**config.mk**
```make
export PLATFORM = sky130hd
export DESIGN_NAME = imem_loader
export DESIGN_NICKNAME = d
export VERILOG_FILES = /design/src/rtl/imem_loader.sv
export SDC_FILE = /design/constraint.sdc
export NUM_CORES = 1
export LEC_CHECK = 0
export CORE_UTILIZATION = 30
export DETAILED_ROUTE_END_ITERATION = 10
export GPL_ROUTABILITY_DRIVEN = 0
export GPL_TIMING_DRIVEN = 0
export PLACE_DENSITY = 0.51
export SLEW_MARGIN = 20
export SYNTH_ARGS = -nofsm -noshare
export SYNTH_HDL_FRONTEND = slang
export SYNTH_SLANG_ARGS = --single-unit
```
**constraint.sdc**
```tcl
create_clock -name clk -period 3.4 [get_ports clk]
set_clock_uncertainty 0.15 [all_clocks]
set_input_delay 0.68 -clock clk [delete_from_list [all_inputs] [get_ports clk]]
set_output_delay 0.68 -clock clk [all_outputs]
set_load 0.02 [all_outputs]
```
**src/rtl/imem_loader.sv**
```systemverilog
`default_nettype none
// ============================================================================
//  Module   : imem_loader
//  Purpose  : Writer side of the CPU instruction-memory initialize port.
//             Receives a byte stream (16-bit little-endian word count header
//             followed by big-endian 32-bit instruction words), writes each
//             assembled word through the initialize port and keeps the CPU
//             in reset until the load has completed.
//  Options  : LOADER_CHECKSUM_EN - when defined, a trailing XOR checksum byte
//             over all payload bytes is required after the last word.
//  Ports    : clk, rst (async, active-low)
//             in_valid / in_data[7:0] / in_ready  - byte stream handshake
//             reload                              - restart from DONE/ERROR
//             initialize, instruction_initialize_data[31:0],
//             instruction_initialize_address[31:0] - memory write port
//             cpu_hold, done, error               - load status
//  Revision : 1.0 - initial release
// ============================================================================
module imem_loader #(
    parameter logic [31:0] BASE_ADDR = 32'h0000_0000,
    parameter int unsigned MAX_WORDS = 64
) (
    input  logic        clk,
    input  logic        rst,
    input  logic        in_valid,
    input  logic [7:0]  in_data,
    output logic        in_ready,
    input  logic        reload,
    output logic        initialize,
    output logic [31:0] instruction_initialize_data,
    output logic [31:0] instruction_initialize_address,
    output logic        cpu_hold,
    output logic        done,
    output logic        error
);

    localparam logic [16:0] c_max_words = 17'(MAX_WORDS);

    typedef enum logic [2:0] {
        S_HDR0  = 3'd0,
        S_HDR1  = 3'd1,
        S_WORD  = 3'd2,
        S_WRITE = 3'd3,
`ifdef LOADER_CHECKSUM_EN
        S_CHK   = 3'd4,
`endif
        S_DONE  = 3'd5,
        S_ERROR = 3'd6
    } state_t;

    state_t      r_state;
    state_t      w_next_state;

    logic [7:0]  r_count_lo;   // header low byte, held until the high byte arrives
    logic [15:0] r_count;      // number of words in this load
    logic [15:0] r_word_idx;   // index of the word currently being assembled
    logic [1:0]  r_byte_idx;   // byte position inside the current word
    logic [23:0] r_shift;      // first three bytes of the current word
    logic [31:0] r_data;
    logic [31:0] r_addr;
`ifdef LOADER_CHECKSUM_EN
    logic [7:0]  r_csum;
`endif

    logic        w_accept;
    logic [15:0] w_hdr_count;
    logic        w_more_words;

    assign w_hdr_count  = {in_data, r_count_lo};
    assign w_accept     = in_valid & in_ready;
    // Widened by one bit so a count of 16'hFFFF cannot wrap the comparison.
    assign w_more_words = ({1'b0, r_word_idx} + 17'd1) < {1'b0, r_count};

    // in_ready depends on state alone; rst gating keeps it low while the
    // loader is held in reset (the reset state itself accepts bytes).
    assign in_ready = rst & ((r_state == S_HDR0) || (r_state == S_HDR1) ||
`ifdef LOADER_CHECKSUM_EN
                             (r_state == S_CHK) ||
`endif
                             (r_state == S_WORD));

    assign instruction_initialize_data    = r_data;
    assign instruction_initialize_address = r_addr;

    // ------------------------------------------------------------------
    // State register
    // ------------------------------------------------------------------
    always_ff @(posedge clk or negedge rst) begin
        if (!rst) begin
            r_state <= S_HDR0;
        end else begin
            r_state <= w_next_state;
        end
    end

    // ------------------------------------------------------------------
    // Next-state and state-decoded outputs. in_valid is used directly
    // here: every state that consumes a byte has in_ready=1 whenever rst
    // is released, and while rst is low the next state is discarded.
    // ------------------------------------------------------------------
    always_comb begin
        w_next_state = r_state;
        initialize   = 1'b0;
        cpu_hold     = 1'b1;
        done         = 1'b0;
        error        = 1'b0;

        case (r_state)
            S_HDR0: begin
                if (in_valid) begin
                    w_next_state = S_HDR1;
                end
            end

            S_HDR1: begin
                if (in_valid) begin
                    if (w_hdr_count == 16'd0) begin
`ifdef LOADER_CHECKSUM_EN
                        w_next_state = S_CHK;
`else
                        w_next_state = S_DONE;
`endif
                    end else if ({1'b0, w_hdr_count} > c_max_words) begin
                        w_next_state = S_ERROR;
                    end else begin
                        w_next_state = S_WORD;
                    end
                end
            end

            S_WORD: begin
                if (in_valid && (r_byte_idx == 2'd3)) begin
                    w_next_state = S_WRITE;
                end
            end

            S_WRITE: begin
                initialize = 1'b1;
                if (w_more_words) begin
                    w_next_state = S_WORD;
                end else begin
`ifdef LOADER_CHECKSUM_EN
                    w_next_state = S_CHK;
`else
                    w_next_state = S_DONE;
`endif
                end
            end

`ifdef LOADER_CHECKSUM_EN
            S_CHK: begin
                if (in_valid) begin
                    w_next_state = (in_data == r_csum) ? S_DONE : S_ERROR;
                end
            end
`endif

            S_DONE: begin
                cpu_hold = 1'b0;
                done     = 1'b1;
                if (reload) begin
                    w_next_state = S_HDR0;
                end
            end

            S_ERROR: begin
                error = 1'b1;
                if (reload) begin
                    w_next_state = S_HDR0;
                end
            end

            default: begin
                w_next_state = S_HDR0;
            end
        endcase
    end

    // ------------------------------------------------------------------
    // Datapath: header capture, word assembly, write data/address.
    // Data and address are loaded on the edge that accepts the 4th byte
    // so they are already stable for the whole WRITE cycle.
    // ------------------------------------------------------------------
    always_ff @(posedge clk or negedge rst) begin
        if (!rst) begin
            r_count_lo <= 8'd0;
            r_count    <= 16'd0;
            r_word_idx <= 16'd0;
            r_byte_idx <= 2'd0;
            r_shift    <= 24'd0;
            r_data     <= 32'd0;
            r_addr     <= BASE_ADDR;
`ifdef LOADER_CHECKSUM_EN
            r_csum     <= 8'd0;
`endif
        end else begin
            case (r_state)
                S_HDR0: begin
                    if (w_accept) begin
                        r_count_lo <= in_data;
                    end
                end

                S_HDR1: begin
                    if (w_accept) begin
                        r_count    <= w_hdr_count;
                        r_word_idx <= 16'd0;
                        r_byte_idx <= 2'd0;
`ifdef LOADER_CHECKSUM_EN
                        r_csum     <= 8'd0;
`endif
                    end
                end

                S_WORD: begin
                    if (w_accept) begin
                        r_shift    <= {r_shift[15:0], in_data};
                        r_byte_idx <= r_byte_idx + 2'd1;
`ifdef LOADER_CHECKSUM_EN
                        r_csum     <= r_csum ^ in_data;
`endif
                        if (r_byte_idx == 2'd3) begin
                            r_data <= {r_shift, in_data};
                            r_addr <= BASE_ADDR + {14'd0, r_word_idx, 2'b00};
                        end
                    end
                end

                S_WRITE: begin
                    r_word_idx <= r_word_idx + 16'd1;
                end

                S_DONE, S_ERROR: begin
                    if (reload) begin
                        r_count_lo <= 8'd0;
                        r_count    <= 16'd0;
                        r_word_idx <= 16'd0;
                        r_byte_idx <= 2'd0;
                        r_addr     <= BASE_ADDR;
`ifdef LOADER_CHECKSUM_EN
                        r_csum     <= 8'd0;
`endif
                    end
                end

                default: begin
                end
            endcase
        end
    end

endmodule
`default_nettype wire

```
==> results by group <==
Flow run
  – Total of max-cap violations: 0

Setup path
  – WP data required: 3.53 ns
  – Worst Path Arrival: 3.39 ns
  – Worst Path Max Fanout: 5
  – Crit path cell chain: ha_2 > and4_2 > and3_1 > nand3_1 > xnor2_2 > ha_1 > and3_1 > a221oi_1 > o21ai_1 > o41ai_2 > o211ai_1
  – Kind of critical path: reg2reg
  – Largest delay contributor family on the critical path: compound AO/OA/AOI/OAI gates
  – Startpoint types: flop
  – CP max stage delay: 0.43 ns
  – Worst path most repeated cell: and3_1
  – Worst path bufs/invs: 0
  – CP endpoint kind: flop
  – Slowest cell on the critical path: dfrtp_1

Status
  – Violated checks: design-rule violations
  – Status: finished with violations

Global route
  – M3 GR Usage: 5.265%
  – Global Route Usage Sum: 15.16%
  – Grt met2 use: 23.55%
  – GRT Residual Overflow: 0
  – Global route hottest layer: met2
  – Met1 Use GR: 19.44%
  – Largest net degree at the start of global routing: 67
  – First-pass GRT wire length: 22530 µm
  – Initial antenna violation count: 0
  – Vias in the first global route: 4393

Power
  – Peak VDD IR: 468.5 µV
  – Power Density: 828.4 nW/µm²
  – LEAKAGE: 3.454 nW

Routing
  – Via count: 4294
  – Remaining DRCs: 12
  – Final wirelength: 13450 µm
  – Via/cell ratio: 4.766
  – Antenna Nets Post-Route: 0
  – Initial DRC Count: 257
  – DR WL/cell: 14.93 µm
  – Drt first pass iters: 9

Floorplanning
  – Die height: 138.3 µm
  – Core area: 18090 µm²
  – Die W: 138.3 µm
  – Starting Density: 30.79%
  – Core Rows: 49
  – I/O pin count: 81
  – Total die area: 19110 µm²

Finish
  – Core Util, Final: 40.15%
  – N_diodes: 0
  – Design area: 7262 µm²
  – Most common cell after layout, fill and taps aside: nand2_1
  – Layout area overhead: 30.40%
  – Share of cells above drive strength 1: 17.41%
  – Highest-count cells in the layout ignoring fill and taps: 159 x nand2_1, 116 x dfrtp_1, 62 x clkdlybuf4s50_1, 41 x o21ai_0, 24 x mux2_2
  – Fin nets: 688

CTS
  – Clock sinks: 117
  – TritonCTS Buffers: 17
  – Reg clk slew, reported paths: 0.06 ns
  – Clk buf depth: 2
  – CTS tree: yes
  – H-tree levels: 4
  – Root Buffer: clkbuf_16
  – Insertion delay to the later sink of the worst-skew pair: 0.42 ns

Place
  – Port-buffer cells: 64
  – Post-DP HPWL: 9666 µm
  – Placed Area: 6581 µm²

Synth
  – Asr flop ratio synth: 100.0%
  – Avg Cell Area, Syn: 9.945 µm²
  – Number of register bits inferred by synthesis: 117
  – Yosys warnings: 0
  – Synth unique cells: 58
  – Post-synth EDFFs: 0
  – Sequential element share of the synthesized area: 52.57%
  – Syn Inst Count: 560
  – Most used DFF post-synth: dfrtp_1
  – Mapped cell area: 5569 µm²

Timing
  – Slew @ Worst Pin: 0.6559 ns
  – Fin Setup TNS: 0 ns
  – Period utilization: 95.67%
  – RSZ-0062 raised after global routing: no
  – Max transition margin: 56.17%
  – Setup-failing EPs final: 0
  – Post-layout min period: 3.253 ns
  – Max Fclk: 307.4 MHz
  – Final hold violations: 0
  – Pins Over Slew Limit: 0

Min path
  – HP Class: in2async
==> metrics by stage <==
stage / setup WS [ns] / hold slack (ns) / power, mW / std cells
after floorplan: 0.4470 / 0.2344 / 3.296 / 575
after detailed placement: 0.005409 / 0.3101 / 4.071 / 869
after CTS: -0.02330 / 0.07112 / 6.050 / 901
final: 0.1474 / 0.05317 / 6.016 / 901
after global routing: 0.001301 / 0.09006 / 6.402 / 901
after global placement: -3.888 / 0.2992 / 4.021 / 868
==> layout make-up <==
class | instances | area, µm²
timing repair buffer | 65 | 671.9
multi-input combinational | 393 | 2384
sequential | 117 | 2929
clock buffer | 18 | 439.2
inverter | 22 | 82.58
tap | 229 | 286.5
buffer | 43 | 269.0
clock inverter | 14 | 200.2
fill | 1731 | 10820
==> synthesized netlist by cell type, types with 2 or more instances <==
cell type	n	area [µm²]
nand2b_1	2	12.51
a211oi_1	2	15.01
clkbuf_1	2	7.510
a21oi_1	7	35.03
o21ai_1	2	10.01
a21o_1	3	22.52
inv_2	2	7.510
ha_1	17	212.7
nor2_1	13	48.80
nand2_1	159	596.8
a31oi_1	5	31.28
inv_1	20	75.07
dfrtp_1	117	2928
nand3_1	7	35.03
buf_2	20	100.1
a22o_1	20	175.2
buf_4	20	150.1
nor4_1	4	25.02
xnor2_1	11	96.34
and2_1	3	18.77
mux2_2	24	270.3
nand3b_1	2	15.01
and3_1	9	56.30
o31ai_1	9	67.56
nor3_1	3	15.01
xor2_1	4	35.03
o21ai_0	41	205.2
nand3_2	2	20.02
==> flip-flops by register name, summed over array words and instances, names as in the netlist <==
signal	cells
instruction_initialize_data	32
r_shift	24
instruction_initialize_address	16
r_count	16
r_word_idx	16
r_count_lo	8
r_state	3
r_byte_idx	2
==> power by group <==
| part | internal [mW] | leakage (nW) | switching, mW |
|---|---|---|---|
| clock | 1.25 | 0.304 | 0.685 |
| combinational | 0.841 | 1.64 | 1.00 |
| sequential | 1.89 | 1.51 | 0.340 |
| total | 3.99 | 3.45 | 2.03 |
==> worst paths after layout <==
kind	start	endpoint	slack (ns)	depth (start not counted)
min in group clk	r_shift[22]	instruction_initialize_data[30]	0.32	2
setup reg to reg	r_word_idx[1]	r_state[2]	0.15	11
hold / removal	rst	instruction_initialize_address[4]	0.05	1
hold reg to reg	r_shift[22]	instruction_initialize_data[30]	0.32	2
max in group asynchronous	rst	instruction_initialize_data[13]	2.34	2
setup / recovery	r_word_idx[1]	r_state[2]	0.15	11
==> repair_timing <==
item	4_1_cts	5_1_grt
endpoints found under the hold margin	0	0
buffers inserted	0	0
pin swaps	0	1
resized for setup	0	8
setup endpoints to repair	2	4
hold buffers	0	0
==> layer usage <==
layer,vias to the layer above,part of all wire [%]
met5,-,0
met3,12,5.1
met2,111,47
li1,2077,-
met4,0,1.1
met1,2094,46
==> cell families (layout without fill, tap and decap cells) <==
kind of cell               Yosys count  after routing  synth area share (%)
xor gates and xnor gates            15             15                 2.359
muxes                               25             25                 5.033
buffers and inverters               65            162                 6.313
DFF                                117            117                 52.57
adders and majority gates           17             17                 3.819
and+or+nand+nor                    214            214                 16.83
AOI/OAI and AO/OA                  106            106                 13.01
other                                1             16               0.06734
Power figures use the tool's default switching activity.
